[config.mk]
export PLATFORM = sky130hd
export DESIGN_NAME = score_bcd_accum
export DESIGN_NICKNAME = d
export VERILOG_FILES = /design/src/rtl/score_bcd_accum.sv
export SDC_FILE = /design/constraint.sdc
export NUM_CORES = 1
export LEC_CHECK = 0
export CORE_MARGIN = 4
export CORE_UTILIZATION = 35
export DETAILED_ROUTE_END_ITERATION = 10
export DONT_BUFFER_PORTS = 1
export PLACE_DENSITY = 0.52
export SYNTH_ARGS = -nofsm -noshare
export SYNTH_HDL_FRONTEND = slang
export SYNTH_SLANG_ARGS = --single-unit
[constraint.sdc]
create_clock -name clk -period 4.21 [get_ports clk]
set_input_delay 0.6315 -clock clk [delete_from_list [all_inputs] [get_ports clk]]
set_output_delay 0.6315 -clock clk [all_outputs]
set_load 0.005 [all_outputs]
[src/rtl/score_bcd_accum.sv]
// score_bcd_accum: BCD score accumulator with a double-buffered display.
// Adds ripple through a private working score, one digit per cycle, LSD first.
// The visible digits and high score are copied from the working score only
// during a one-cycle COMMIT that follows frame_start, so the score-draw stage
// never sees a half-finished add.
module score_bcd_accum #(
    parameter int DIGITS = 4
) (
    input  logic                  clk,
    input  logic                  rst,
    input  logic                  clear,
    input  logic                  add_valid,
    output logic                  add_ready,
    input  logic [7:0]            add_points,
    input  logic                  frame_start,
    output logic [DIGITS*4-1:0]   digits,
    output logic [DIGITS*4-1:0]   hiscore,
    output logic                  overflow
);

    localparam int SW = DIGITS * 4;
    localparam int IW = (DIGITS > 1) ? $clog2(DIGITS) : 1;
    localparam logic [IW-1:0] LAST_IDX = IW'(DIGITS - 1);
    localparam logic [SW-1:0] ALL_NINES = {DIGITS{4'h9}};

    localparam logic [1:0] S_IDLE   = 2'd0;
    localparam logic [1:0] S_ADD    = 2'd1;
    localparam logic [1:0] S_COMMIT = 2'd2;

    // Latched add request, already clamped to legal BCD.
    typedef struct packed {
        logic [3:0] tens;
        logic [3:0] units;
    } pts_t;

    logic [1:0]    state;
    logic [SW-1:0] work;
    logic [IW-1:0] idx;
    logic          carry;
    logic          pend;
    pts_t          pts;

    logic [3:0]    cur_nib;
    logic [3:0]    inc_nib;
    logic [4:0]    sum;
    logic [4:0]    sum_m10;
    logic          sum_gt9;
    logic [3:0]    res_nib;
    logic [SW-1:0] next_work;
    logic          last_digit;
    logic          accept;

    // Any nibble above 9 is not a digit; treat it as the largest digit.
    function automatic logic [3:0] clamp9(input logic [3:0] n);
        return (n > 4'd9) ? 4'd9 : n;
    endfunction

    // Ready only when idle, nothing waiting to commit, and not being cleared/reset.
    assign add_ready = (state == S_IDLE) && !pend && !clear && !rst;
    assign accept    = add_valid && add_ready;
    assign last_digit = (idx == LAST_IDX);

    // One BCD digit add per cycle at position idx, plus the rewritten working score.
    always_comb begin
        cur_nib = 4'd0;
        for (int k = 0; k < DIGITS; k++) begin
            if (idx == IW'(k)) cur_nib = work[k*4 +: 4];
        end
        if (idx == IW'(0))      inc_nib = pts.units;
        else if (idx == IW'(1)) inc_nib = pts.tens;
        else                    inc_nib = 4'd0;
        sum     = {1'b0, cur_nib} + {1'b0, inc_nib} + {4'd0, carry};
        sum_m10 = sum - 5'd10;
        sum_gt9 = (sum > 5'd9);
        res_nib = sum_gt9 ? sum_m10[3:0] : sum[3:0];
        next_work = work;
        for (int k = 0; k < DIGITS; k++) begin
            if (idx == IW'(k)) next_work[k*4 +: 4] = res_nib;
        end
    end

    // Control FSM and working score; rst beats clear, clear beats everything else.
    always_ff @(posedge clk) begin
        if (rst) begin
            state    <= S_IDLE;
            work     <= '0;
            idx      <= '0;
            carry    <= 1'b0;
            pend     <= 1'b0;
            overflow <= 1'b0;
            pts      <= '0;
        end else if (clear) begin
            state    <= S_IDLE;
            work     <= '0;
            idx      <= '0;
            carry    <= 1'b0;
            pend     <= 1'b0;
            overflow <= 1'b0;
        end else begin
            case (state)
                S_IDLE: begin
                    if (accept) begin
                        pts.tens  <= clamp9(add_points[7:4]);
                        pts.units <= clamp9(add_points[3:0]);
                        idx       <= '0;
                        carry     <= 1'b0;
                        state     <= S_ADD;
                        // A frame arriving with the accepted add is served after it.
                        pend      <= frame_start;
                    end else if (frame_start) begin
                        state <= S_COMMIT;
                    end
                end
                S_ADD: begin
                    work  <= next_work;
                    idx   <= idx + IW'(1);
                    carry <= sum_gt9;
                    if (last_digit) begin
                        // Carry out of the MSD: pin the score at all nines.
                        if (sum_gt9) begin
                            work     <= ALL_NINES;
                            overflow <= 1'b1;
                        end
                        state <= (pend || frame_start) ? S_COMMIT : S_IDLE;
                        pend  <= 1'b0;
                    end else if (frame_start) begin
                        pend <= 1'b1;
                    end
                end
                S_COMMIT: begin
                    // Extra frame_start pulses here fold into this commit.
                    state <= S_IDLE;
                end
                default: state <= S_IDLE;
            endcase
        end
    end

    // Display registers: refreshed from the working score only in COMMIT.
    always_ff @(posedge clk) begin
        if (rst) begin
            digits  <= '0;
            hiscore <= '0;
        end else if (!clear && state == S_COMMIT) begin
            digits <= work;
            // Packed BCD orders the same as its decimal value.
            if (work > hiscore) hiscore <= work;
        end
    end

endmodule

# [Yosys cells after proc, flatten, opt, wreduce, memory -nomap -nowiden]
# Index checks and enable logic that the tools add are counted.
[word_totals] wordCells=75 n_memories=0 out_inout_bits=34 inputBits=13 ram_bits=0 reg_bits=63 rom_bits=0 latchBits=0
[classes] shifts=0 n_eq_ne=9 mux=28 div_mod_pow=0 n_mul=0 reduce_logical=19 add_sub_neg=4 bitwise_logic=1 order_cmp=4
[ops] op="4-bit 2-to-1 mux" count=13
[ops] op="16-bit 2-to-1 mux" count=2
[ops] op="16-bit greater-than comparator" count=1
[ops] op="2-bit 2-to-1 mux" count=5
[ops] op="3-bit AND reduction" count=3
[ops] op="4-bit greater-than comparator (second input constant)" count=2
[ops] op="2-bit one-hot mux with 2 select lines" count=2
[ops] op="2-bit == test (second input constant)" count=3
[ops] op="3-bit != test (second input constant)" count=2
[ops] op="2-bit AND reduction" count=3
[ops] op="4-bit by 4-bit adder with 5-bit output" count=1
[ops] op="5-bit by 1-bit adder with 5-bit output" count=1
[ops] op="5-bit by 4-bit greater-than comparator with 1-bit output (second input constant)" count=1
[ops] op="1-bit logical AND" count=5
[ops] op="2-bit by 1-bit == test with 1-bit output (second input constant)" count=2
[ops] op="2-bit zero test" count=2
[ops] op="1-bit 2-to-1 mux" count=4
[ops] op="2-bit != test (second input constant)" count=2
[ops] op="1-bit one-hot mux with 2 select lines" count=2
[ops] op="4-bit subtractor (second input constant)" count=1
[ops] op="1-bit zero test" count=3
[ops] op="2-bit by 1-bit adder with 2-bit output (second input constant)" count=1
[ops] op="2-bit nonzero test" count=1
[ops] op="2-bit OR reduction" count=1
[ops] op="2 further kinds" count=2

# [Logic depth before layout (Yosys ltp)]
# Gate-level depths: netlist of run 1.
[depth] depth_word=12 depth_mapped=16 depth_no_buf=15

# [Least setup slack after synthesis of run 1]
# No wires, ideal clock.
[synth_path] kind="reg-to-reg" startpoint="reg idx[1]" endpoint="reg work[10]" setup_slack_ns=0.703 period_less_slack_ns=3.507 n_path_buf=2 arrival_ns=3.390 stages_incl_launch_ff=16 required_ns=4.093 setup_ns=0.117 path_cell_list="dfxtp_1 -> inv_1 -> ha_1 -> clkbuf_1 -> clkbuf_1 -> a21oi_1 -> o21ai_0 -> mux2i_1 -> fa_1 -> fa_1 -> xor2_2 -> a21oi_1 -> o21ai_2 -> nand3_2 -> mux2_2 -> a22o_1"
[synth_between] elab_chain_cells=12 elab_cells_between_ends=18 classes_between="3 x add/sub; 1 x order compare; 3 x eq/ne; 10 x mux; 1 x reduce/logical"
[synth_rtl] item="start: declaration" line_no="38" rtl="logic [IW-1:0] idx;"
[synth_rtl] item="start signal: assignment" line_no="116" rtl="idx <= idx + IW'(1);"
[synth_rtl] item="2-bit zero test" line_no="67, 69"
[synth_rtl] item="4-bit 2-to-1 mux (4 in a row)" line_no="67" rtl="if (idx == IW'(k)) cur_nib = work[k*4 +: 4];"
[synth_rtl] item="4-bit by 4-bit adder with 5-bit output" line_no="72" rtl="sum = {1'b0, cur_nib} + {1'b0, inc_nib} + {4'd0, carry};"
[synth_rtl] item="5-bit by 1-bit adder with 5-bit output" line_no="72"
[synth_rtl] item="4-bit subtractor or 5-bit by 4-bit greater-than comparator with 1-bit output (tied branches)" line_no="73, 74"
[synth_rtl] item="4-bit 2-to-1 mux" line_no="75" rtl="res_nib = sum_gt9 ? sum_m10[3:0] : sum[3:0];"
[synth_rtl] item="4-bit 2-to-1 mux" line_no="78" rtl="if (idx == IW'(k)) next_work[k*4 +: 4] = res_nib;"
[synth_rtl] item="16-bit 2-to-1 mux" line_no="120" rtl="if (sum_gt9) begin"
[synth_rtl] item="16-bit 2-to-1 mux *" line_no="118" rtl="if (last_digit) begin"
[synth_rtl] item="end signal: assignment" line_no="115" rtl="work <= next_work;"
[synth_rtl] item="end: declaration" line_no="37" rtl="logic [SW-1:0] work;"
# Every way passes the cells marked *; elsewhere a longest branch is shown, timed or not.
# A chain may end at the register's enable or synchronous reset.

# [Worst setup path after layout of run 1]
[layout_path] startpoint="reg idx[1]" endpoint="reg work[2]"
[layout_between] elab_chain_cells=12 elab_cells_between_ends=18 classes_between="3 x add/sub; 1 x order compare; 3 x eq/ne; 10 x mux; 1 x reduce/logical"
[layout_rtl] item="2-bit zero test" line_no="67, 69, 78"
[layout_rtl] item="4-bit 2-to-1 mux (4 in a row)" line_no="67"
[layout_rtl] item="4-bit by 4-bit adder with 5-bit output" line_no="72"
[layout_rtl] item="5-bit by 1-bit adder with 5-bit output" line_no="72"
[layout_rtl] item="4-bit subtractor or 5-bit by 4-bit greater-than comparator with 1-bit output (tied branches)" line_no="73, 74"
[layout_rtl] item="4-bit 2-to-1 mux" line_no="75"
[layout_rtl] item="4-bit 2-to-1 mux" line_no="78"
[layout_rtl] item="16-bit 2-to-1 mux" line_no="120"
[layout_rtl] item="16-bit 2-to-1 mux *" line_no="118"
# Marks and branches as above.

==> impl_results.md, run 1 <==
- Multi-input gate area: 1830 um^2
- Adder-cell share of the synthesized area: 0.103
- Met3 Usage GRT: 0.0408
- Number of distinct library cells after synthesis: 51
- Post-Route Hold Slack: 0.355 ns
- Post-synth EDFFs: 0
- Vias: 2749
- Net switching power figure: 0.264 mW
- Switching share of power: 0.240
- Critical path class: reg -> reg
- Hold-fix buffers, CTS: 0
- Final min period: 3.61 ns
- Worst hold stages: 1
- DRT Wirelength: 8200 um
- R2R depth: 14
- DRT iter0 DRCs: 149
- RSZ-0062 raised after global routing: false
- P_int: 0.835 mW
- Die height: 105 um
- Sequential Power Share: 0.548
- Post-synth top area cell: dfxtp_1
- Power Dens Cells: 312 nW/um^2
- Mapped Area: 3300 um^2
- Rel. slew slack: 0.263
- Grt ovf: 0
- Core Rows: 35
- CP Data Arrival Time: 3.85 ns
- Cts repair resizes: 0
- TritonCTS Sinks: 63
- Chip Width: 105 um
- IO Port Bufs: 0
- I/O pins: 47
- TritonCTS Buffers: 9
- Die Footprint: 11100 um^2
- Synthesis Warnings: 0
- Fin Setup TNS: 0 ns
- Net count after synthesis: 436
- Slew @ Worst Pin: 1.10 ns
- GR Util met2: 0.240
- Design area: 3520 um^2
- Setup crit end kind: register
- Maximum number of pins on one net before global-route repair: 29
- Htree depth: 3
- Area growth syn-to-layout: 6.70%
- Leak pwr: 1.28 nW
- Post-Syn Instances: 397
- Filler cells: 981
- IR drop worst, VDD: 0.000134 V
- Vias per std cell: 5.44
- Nets: 429
- Register area: 1260 um^2
- Final Power: 1.10 mW
- Hold_sp: rst
- Vias in the first global route: 2647
- Placed inst area: 3360 um^2
- Max-cap violations: 0
- FMAX: 277 MHz
- R2R Path Start: idx[1]
- Top_reg_cell synth: dfxtp_1
- Gpl congestion: 0.863
- Clock transition at path regs: 0.07 ns
- Hold endpoint: digits[14]
- Data required, critical path: 4.44 ns
- Post-DP HPWL: 5980 um
- Post-synthesis register bit count: 63
- Status: finished clean
- Clock Latency Late Sink: 0.34 ns
- Gr usage total: 0.157
- Most frequent cells in the layout: nand2_1, dfxtp_1, a21oi_1
- Synth Area in Compound Gates: 0.219
- GR Layer Usage met1: 0.208
- GRT busiest layer: met2
- Initial antenna violation count: 0
- Synth top area cells: dfxtp_1, ha_1, a21oi_1
- Clock Skews: 0.00809 ns
- Routed len/inst: 16.2 um
- Seq/Total Area, Yosys: 0.382
- Dpl ws: 0.606 ns
- Synth top area share: 0.382
- First-pass GRT wire length: 13900 um
- Max FO, Critical Path: 10
- Clk network pwr share: 0.419
- Main combinational cell family by area after synthesis: compound AO/OA/AOI/OAI gates
- Core ar.: 9200 um^2
- Final worst slack: 0.596 ns
- Clock Root Buffer: clkbuf_8
- Initial core utilization: 0.359
- # DRC: 0
- TritonCTS clock tree: yes
- Final hold violations: 0
- Most common cell after layout, fill and taps aside: nand2_1
- Post-route ant nets: 0
- Final cycle utilization of the critical path: 0.858
- Initial DRT Pass Iterations: 4
- Nature of the critical path startpoint: register
- Hold/Removal Path Class: in -> reg
- Register-to-Register Setup Slack: 0.60 ns
- Ys async rst share: 0
- Reg2Reg Capture Point: work[2]
- Gate power share: 0.033
- Synth Area in Simple Gates: 0.197
- Synthesized-area fraction occupied by xor and xnor cells: 0.00758
- Max Slew Vio Count: 0
- N_diodes: 0
- Post-CTS Setup Bufs: 0
- Setup violators final: 0
- Layout cells sized above 1: 0.0812
- Post-synthesis mux area share: 0.0246
- Max clock buf depth: 2
- Syn_area_per_cell: 8.32 um^2
[kinds of logic after synthesis]
kind of cell | Yosys count
fa+ha+maj | 26
compound gates | 111
flops | 63
xor+xnor | 2
buf+inv | 50
mux | 8
simple gates | 137
[power groups by stage]
| stage | sequential [mW] | combinational (mW) | clock (mW) |
|---|---|---|---|
| after floorplan | 0.614 | 0.0356 | 0 |
| after global placement | 0.615 | 0.0366 | 0 |
| after detailed placement | 0.615 | 0.0369 | 0 |
| after CTS | 0.601 | 0.0370 | 0.480 |
| after global routing | 0.602 | 0.0422 | 0.502 |
| final | 0.601 | 0.0367 | 0.460 |
[worst max-delay path, stage by stage (launching register included)]
cell,delay (ns)
dfxtp_1,0.38
inv_1,0.08
ha_1,0.30
nor2_1,0.14
a21oi_1,0.04
o21ai_0,0.16
mux2i_1,0.12
fa_1,0.45
fa_1,0.44
xor2_2,0.30
nand2_2,0.15
nand4b_2,0.14
nand3_2,0.22
mux2_2,0.38
a22o_1,0.23
[cells in the mapped netlist, types with 4 or more instances]
master and instances:
nand2_1 65, dfxtp_1 63, a21oi_1 56, nor2_1 31, inv_1 28, ha_1 24, a22o_1 17, o21ai_0 16
clkbuf_1 14, mux2i_1 7, nand3_1 5, nor3b_1 5, a221oi_1 4, buf_6 4, nand2b_1 4
[metrics by stage]
step / instances / utilization
floorplan: 397 / -
global placement: 490 / 0.365
detailed placement: 490 / 0.365
CTS: 505 / 0.383
global route: 505 / 0.383
finish: 505 / 0.383
[worst max path at each step]
stage,from,to,slack (ns)
global placement,idx[1],work[2],0.74
finish,idx[1],work[2],0.60
global route,idx[1],work[9],0.24
CTS,idx[1],work[2],0.59
detailed placement,idx[1],work[2],0.61
floorplan,idx[1],work[10],0.70
[sequential cells by signal, summed over array words and instances (netlist names)]
register	flops
digits	16
hiscore	16
work	16
pts	8
idx	2
state	2
carry	1
overflow	1
pend	1
[area by class of cell]
class / instances / share of cell area
inverter: 28 / 0.0298
tap: 111 / 0.0394
multi-input combinational: 284 / 0.518
clock buffer: 11 / 0.0401
clock inverter: 4 / 0.00639
timing repair buffer: 4 / 0.00852
sequential: 63 / 0.358
[metal layers]
metal  part of all wire  up-vias  routed length (um)
li1                   -     1367                   -
met1               0.47     1304                3880
met2               0.45       66                3720
met3              0.051       12                 422
met4              0.022        0                 182
met5                  0        -                   0
Note: power is estimated with default switching activity, not from simulation.
==> run 2: changes to the inputs <==
==> constraint.sdc (replaced) <==
create_clock -name clk -period 4.21 [get_ports clk]
set_input_delay 0.2105 -clock clk [delete_from_list [all_inputs] [get_ports clk]]
set_output_delay 0.2105 -clock clk [all_outputs]
set_load 0.005 [all_outputs]
==> run 2 against run 1 <==
Effect of this change:
- largest power group unchanged
- critical endpoint is now work[10]
- highest routed layer unchanged
- final area increased by 1.3%
- largest cell class unchanged
- core utilization is 0.49 points higher
- clock-buffer cell count down 1
- clock skew increased by 0.0050 ns
- worst setup slack gained 0.0090 ns
==> impl_results.md, run 2 (synthesis gave the netlist of run 1 again) <==
- Status: finished clean
- Nature of the critical path startpoint: register
- Final cycle utilization of the critical path: 0.856 (-0.00215)
- Power Dens Cells: 325 nW/um^2 (+4.3%)
- Initial DRT Pass Iterations: 4 (unchanged)
- Dpl ws: 0.633 ns (+0.0277 ns)
- Final hold violations: 0 (unchanged)
- FMAX: 277 MHz (+0.25%)
- # DRC: 0 (unchanged)
- Final min period: 3.60 ns (-0.00904 ns)
- Chip Width: 105 um (unchanged)
- Clock Root Buffer: clkbuf_8
- Filler cells: 953 (-2.9%)
- Setup crit end kind: register
- Initial antenna violation count: 0 (unchanged)
- Die Footprint: 11100 um^2 (unchanged)
- Register area: 1260 um^2 (unchanged)
- N_diodes: 0 (unchanged)
- Post-DP HPWL: 6040 um (+0.98%)
- Multi-input gate area: 1830 um^2 (unchanged)
- Design area: 3570 um^2 (+1.3%)
- Vias per std cell: 5.40 (-0.81%)
- Layout cells sized above 1: 0.0831 (+0.00191)
- TritonCTS Buffers: 9 (unchanged)
- TritonCTS clock tree: yes
- Leak pwr: 1.29 nW (+1.5%)
- Htree depth: 3 (unchanged)
- Gr usage total: 0.158 (+0.000478)
- Clock transition at path regs: 0.07 ns (about the same)
- Vias in the first global route: 2710 (+2.4%)
- Placed inst area: 3360 um^2 (unchanged)
- Maximum number of pins on one net before global-route repair: 26 (-10%)
- Clock Latency Late Sink: 0.34 ns (about the same)
- Die height: 105 um (unchanged)
- Clock Skews: 0.0131 ns (+0.00498 ns)
- Most common cell after layout, fill and taps aside: nand2_1
- Setup violators final: 0 (unchanged)
- Final worst slack: 0.605 ns (+0.00904 ns)
- RSZ-0062 raised after global routing: false
- Regs by FF count: digits (16), hiscore (16), work (16)
- Final Util: 0.388 (+0.00490)
- Data required, critical path: 4.49 ns (+0.05 ns)
- Post-CTS Setup Bufs: 0 (unchanged)
- Critical path class: reg -> reg
- Grt ovf: 0 (unchanged)
- CP Data Arrival Time: 3.89 ns (+0.04 ns)
- I/O pins: 47 (unchanged)
- Vias: 2743 (-0.22%)
- Nets: 431 (+0.47%)
- IR drop worst, VDD: 0.000184 V (+38%)
- Max FO, Critical Path: 10 (unchanged)
- Post-route ant nets: 0 (unchanged)
- DRT iter0 DRCs: 113 (-24%)
- First-pass GRT wire length: 13700 um (-1.3%)
- Rel. slew slack: 0.283 (+0.0203)
- Most frequent cells in the layout: nand2_1, dfxtp_1, a21oi_1
- Core ar.: 9200 um^2 (unchanged)
- Fin Setup TNS: 0 ns (unchanged)
- Slew @ Worst Pin: 1.07 ns (-0.0303 ns)
- Hold/Removal Path Class: in -> reg
- Initial core utilization: 0.359 (unchanged)
- Max Slew Vio Count: 0 (unchanged)
- Core Rows: 35 (unchanged)
- Gpl congestion: 0.861 (-0.27%)
- Area growth syn-to-layout: 8.07%
- DRT Wirelength: 8290 um (+1.1%)
- TritonCTS Sinks: 63 (unchanged)
- Max-cap violations: 0 (unchanged)
- Routed len/inst: 16.3 um (+0.46%)
- Max clock buf depth: 2 (unchanged)
- IO Port Bufs: 0 (unchanged)
-- run 2: cell types whose count changed in the layout (fill, tap and decap cells not counted) --
cell | previous run | this run
clkinv_4 | 0 | 1
bufinv_16 | 0 | 1
clkbuf_8 | 10 | 9
dlygate4sd3_1 | 0 | 2
-- run 2: repair_timing --
item,in CTS,in global routing
hold buffers,2,0
resized for setup,0,0
endpoints found under the hold margin,25,0
-- run 2: final cells by class --
cell class / instances / share of cell area
Multi-Input combinational cell: 284 / 0.511
Sequential cell: 63 / 0.353
Tap cell: 111 / 0.0389
Clock buffer: 10 / 0.0358
Inverter: 28 / 0.0294
Clock inverter: 6 / 0.0172
Timing Repair Buffer: 6 / 0.0140
-- run 2: path summary, 6_finish.rpt --
kind | startpoint | end | slack, ns | cells after the start
worst max register to register | idx[1] | work[10] | 0.61 | 14
worst min-delay path | add_points[3] | pts[3] | 0.02 | 2
worst min register to register | carry | carry | 0.47 | 2
worst max-delay path | idx[1] | work[10] | 0.61 | 14
-- run 2: power breakdown --
part           internal, mW  switching, mW  total, mW
clock                 0.271          0.244      0.516
combinational        0.0134         0.0289     0.0423
sequential            0.599        0.00265      0.601
-- run 2: through the flow --
step                      cells  power (mW)  hold slack (ns)
after floorplan             397       0.650            0.354
after global placement      490       0.652            0.284
after detailed placement    490       0.652            0.286
after CTS                   508        1.18         0.000985
after global routing        508        1.21           0.0555
final                       508        1.16           0.0247
-- run 2: worst max-delay path, cell delays in order (launching register included) --
cell	delay [ns]
dfxtp_1	0.38
inv_1	0.08
ha_1	0.30
nor2_1	0.14
a21oi_1	0.04
o21ai_0	0.15
mux2i_1	0.11
fa_1	0.45
fa_1	0.44
xor2_2	0.28
nand2_2	0.15
nand4b_2	0.14
nand3_2	0.22
a221oi_1	0.49
a22o_1	0.20
-- run 2: per-layer routing --
metal	part of all wire	up-vias	wire length (um)	track usage
li1	-	1364	-	-
met1	0.47	1314	3880	0.189
met2	0.47	57	3900	0.262
met3	0.051	8	423	0.0537
met4	0.011	0	90	0.0581
met5	0	-	0	0
==> run 3: changes to the inputs <==
MAX_ROUTING_LAYER = met4   (was default)
==> run 3 against run 2 <==
Effect of this change:
- highest routed layer unchanged
- sequential share of layout area up 0.31 points
- die area unchanged
- final area down 0.88%
==> impl_results.md, run 3 (synthesis gave the netlist of run 1 again) <==
- Status: finished clean
- Vias in the first global route: 2635 (-2.8%)
- Nature of the critical path startpoint: register
- Core ar.: 9200 um^2 (unchanged)
- Leak pwr: 1.27 nW (-1.6%)
- Fin Setup TNS: 0 ns (unchanged)
- Slew @ Worst Pin: 1.11 ns (+0.0422 ns)
- Hold/Removal Path Class: in -> reg
- Dpl ws: 0.504 ns (-0.129 ns)
- Chip Width: 105 um (unchanged)
- Gpl congestion: 0.870 (+1.1%)
- Filler cells: 985 (+3.4%)
- Critical path class: reg -> reg
- Max clock buf depth: 2 (unchanged)
- Placed inst area: 3350 um^2 (-0.22%)
- Power Dens Cells: 316 nW/um^2 (-2.8%)
- Die height: 105 um (unchanged)
- Final Util: 0.385 (-0.00340)
- Setup violators final: 0 (unchanged)
- Clock transition at path regs: 0.07 ns (about the same)
- Post-route non-filler standard cell count: 506 (-0.39%)
- Design area: 3540 um^2 (-0.88%)
- Initial core utilization: 0.359 (unchanged)
- DRT iter0 DRCs: 128 (+13%)
- Clock Skews: 0.0114 ns (-0.00168 ns)
- CP Data Arrival Time: 3.95 ns (+0.06 ns)
- RSZ-0062 raised after global routing: false
- Initial DRT Pass Iterations: 4 (unchanged)
- IO Port Bufs: 0 (unchanged)
- First-pass GRT wire length: 13600 um (-0.60%)
- TritonCTS Buffers: 9 (unchanged)
- Cells after DPL: 489 (-0.20%)
- Maximum number of pins on one net before global-route repair: 26 (unchanged)
- FMAX: 269 MHz (-3.0%)
- Layout cells sized above 1: 0.0810 (-0.00211)
- Clock Latency Late Sink: 0.34 ns (about the same)
- DRT Wirelength: 8160 um (-1.6%)
- Post-route ant nets: 0 (unchanged)
- Final hold violations: 0 (unchanged)
- I/O pins: 47 (unchanged)
- Nets: 429 (-0.46%)
- Rel. slew slack: 0.255 (-0.0283)
- Max-cap violations: 0 (unchanged)
- N_diodes: 0 (unchanged)
- Final cycle utilization of the critical path: 0.883 (+0.0269)
- Initial antenna violation count: 0 (unchanged)
- Post-DP HPWL: 5950 um (-1.5%)
- Vias per std cell: 5.36 (-0.74%)
- Core Rows: 35 (unchanged)
- Most frequent cells in the layout: nand2_1, dfxtp_1, a21oi_1
- # DRC: 0 (unchanged)
- Final worst slack: 0.492 ns (-0.113 ns)
- Final min period: 3.72 ns (+0.113 ns)
- Most common cell after layout, fill and taps aside: nand2_1
- IR drop worst, VDD: 0.000145 V (-21%)
- Max Slew Vio Count: 0 (unchanged)
- Setup crit end kind: register
- Max FO, Critical Path: 17 (+7)
- Grt ovf: 0 (unchanged)
- Vias: 2712 (-1.1%)
- Gr usage total: 0.160 (+0.00217)
- Die Footprint: 11100 um^2 (unchanged)
- Data required, critical path: 4.45 ns (-0.04 ns)
- Routed len/inst: 16.1 um (-1.2%)
- Regs by FF count: digits (16), hiscore (16), work (16)
- Htree depth: 3 (unchanged)
- TritonCTS clock tree: yes
- Area growth syn-to-layout: 7.12%
- Post-CTS Setup Bufs: 0 (unchanged)
- Clock Root Buffer: clkbuf_8
- TritonCTS Sinks: 63 (unchanged)
- Cts repair resizes: 0 (unchanged)
run 3: final cells by class:
cell class	count	area, um^2	area share
inverter	28	105	0.0297
clock inverter	5	33.8	0.00955
multi-input combinational	284	1830	0.516
clock buffer	11	141	0.0400
sequential	63	1260	0.356
timing repair buffer	4	32.5	0.00919
tap	111	139	0.0393
run 3: metal layers:
metal,share of wire,global-route usage
met1,0.46,0.192
met2,0.47,0.248
met3,0.062,0.0624
met4,0.012,0.0478
met5,0,-
run 3: timing repair:
item | in CTS | in global routing
setup endpoints to repair | 0 | 0
hold buffers | 1 | 0
hold endpoints to repair | 25 | 0
run 3: report_power, final:
group / internal, mW / total [mW] / switching [mW] / leakage, nW
Clock: 0.229 / 0.474 / 0.246 / 0.0853
Combinational: 0.0127 / 0.0412 / 0.0285 / 0.682
Sequential: 0.599 / 0.602 / 0.00280 / 0.508
Total: 0.840 / 1.12 / 0.277 / 1.27
run 3: critical path, cell delays in order (launching register included):
cell and delay (ns):
dfxtp_1 0.34, inv_1 0.09, ha_1 0.50, a21oi_1 0.13
o21ai_0 0.16, mux2i_1 0.12, fa_1 0.44, fa_1 0.44
xor2_2 0.28, nand2_2 0.15, nand4b_2 0.14, nand3_2 0.22
mux2_2 0.37, a22o_1 0.23
run 3: worst paths after layout:
kind	slack (ns)	depth (start not counted)	from	endpoint
hold / removal	0.02	2	add_points[3]	pts[3]
setup reg to reg	0.49	13	idx[1]	work[2]
hold reg to reg	0.47	2	carry	carry
setup / recovery	0.49	13	idx[1]	work[2]
run 3: metrics by stage:
step                power (mW)  hold slack (ns)
detailed placement       0.652            0.285
CTS                       1.13          0.00426
finish                    1.12           0.0216
global placement         0.652            0.284
global route              1.17           0.0171
floorplan                0.650            0.354
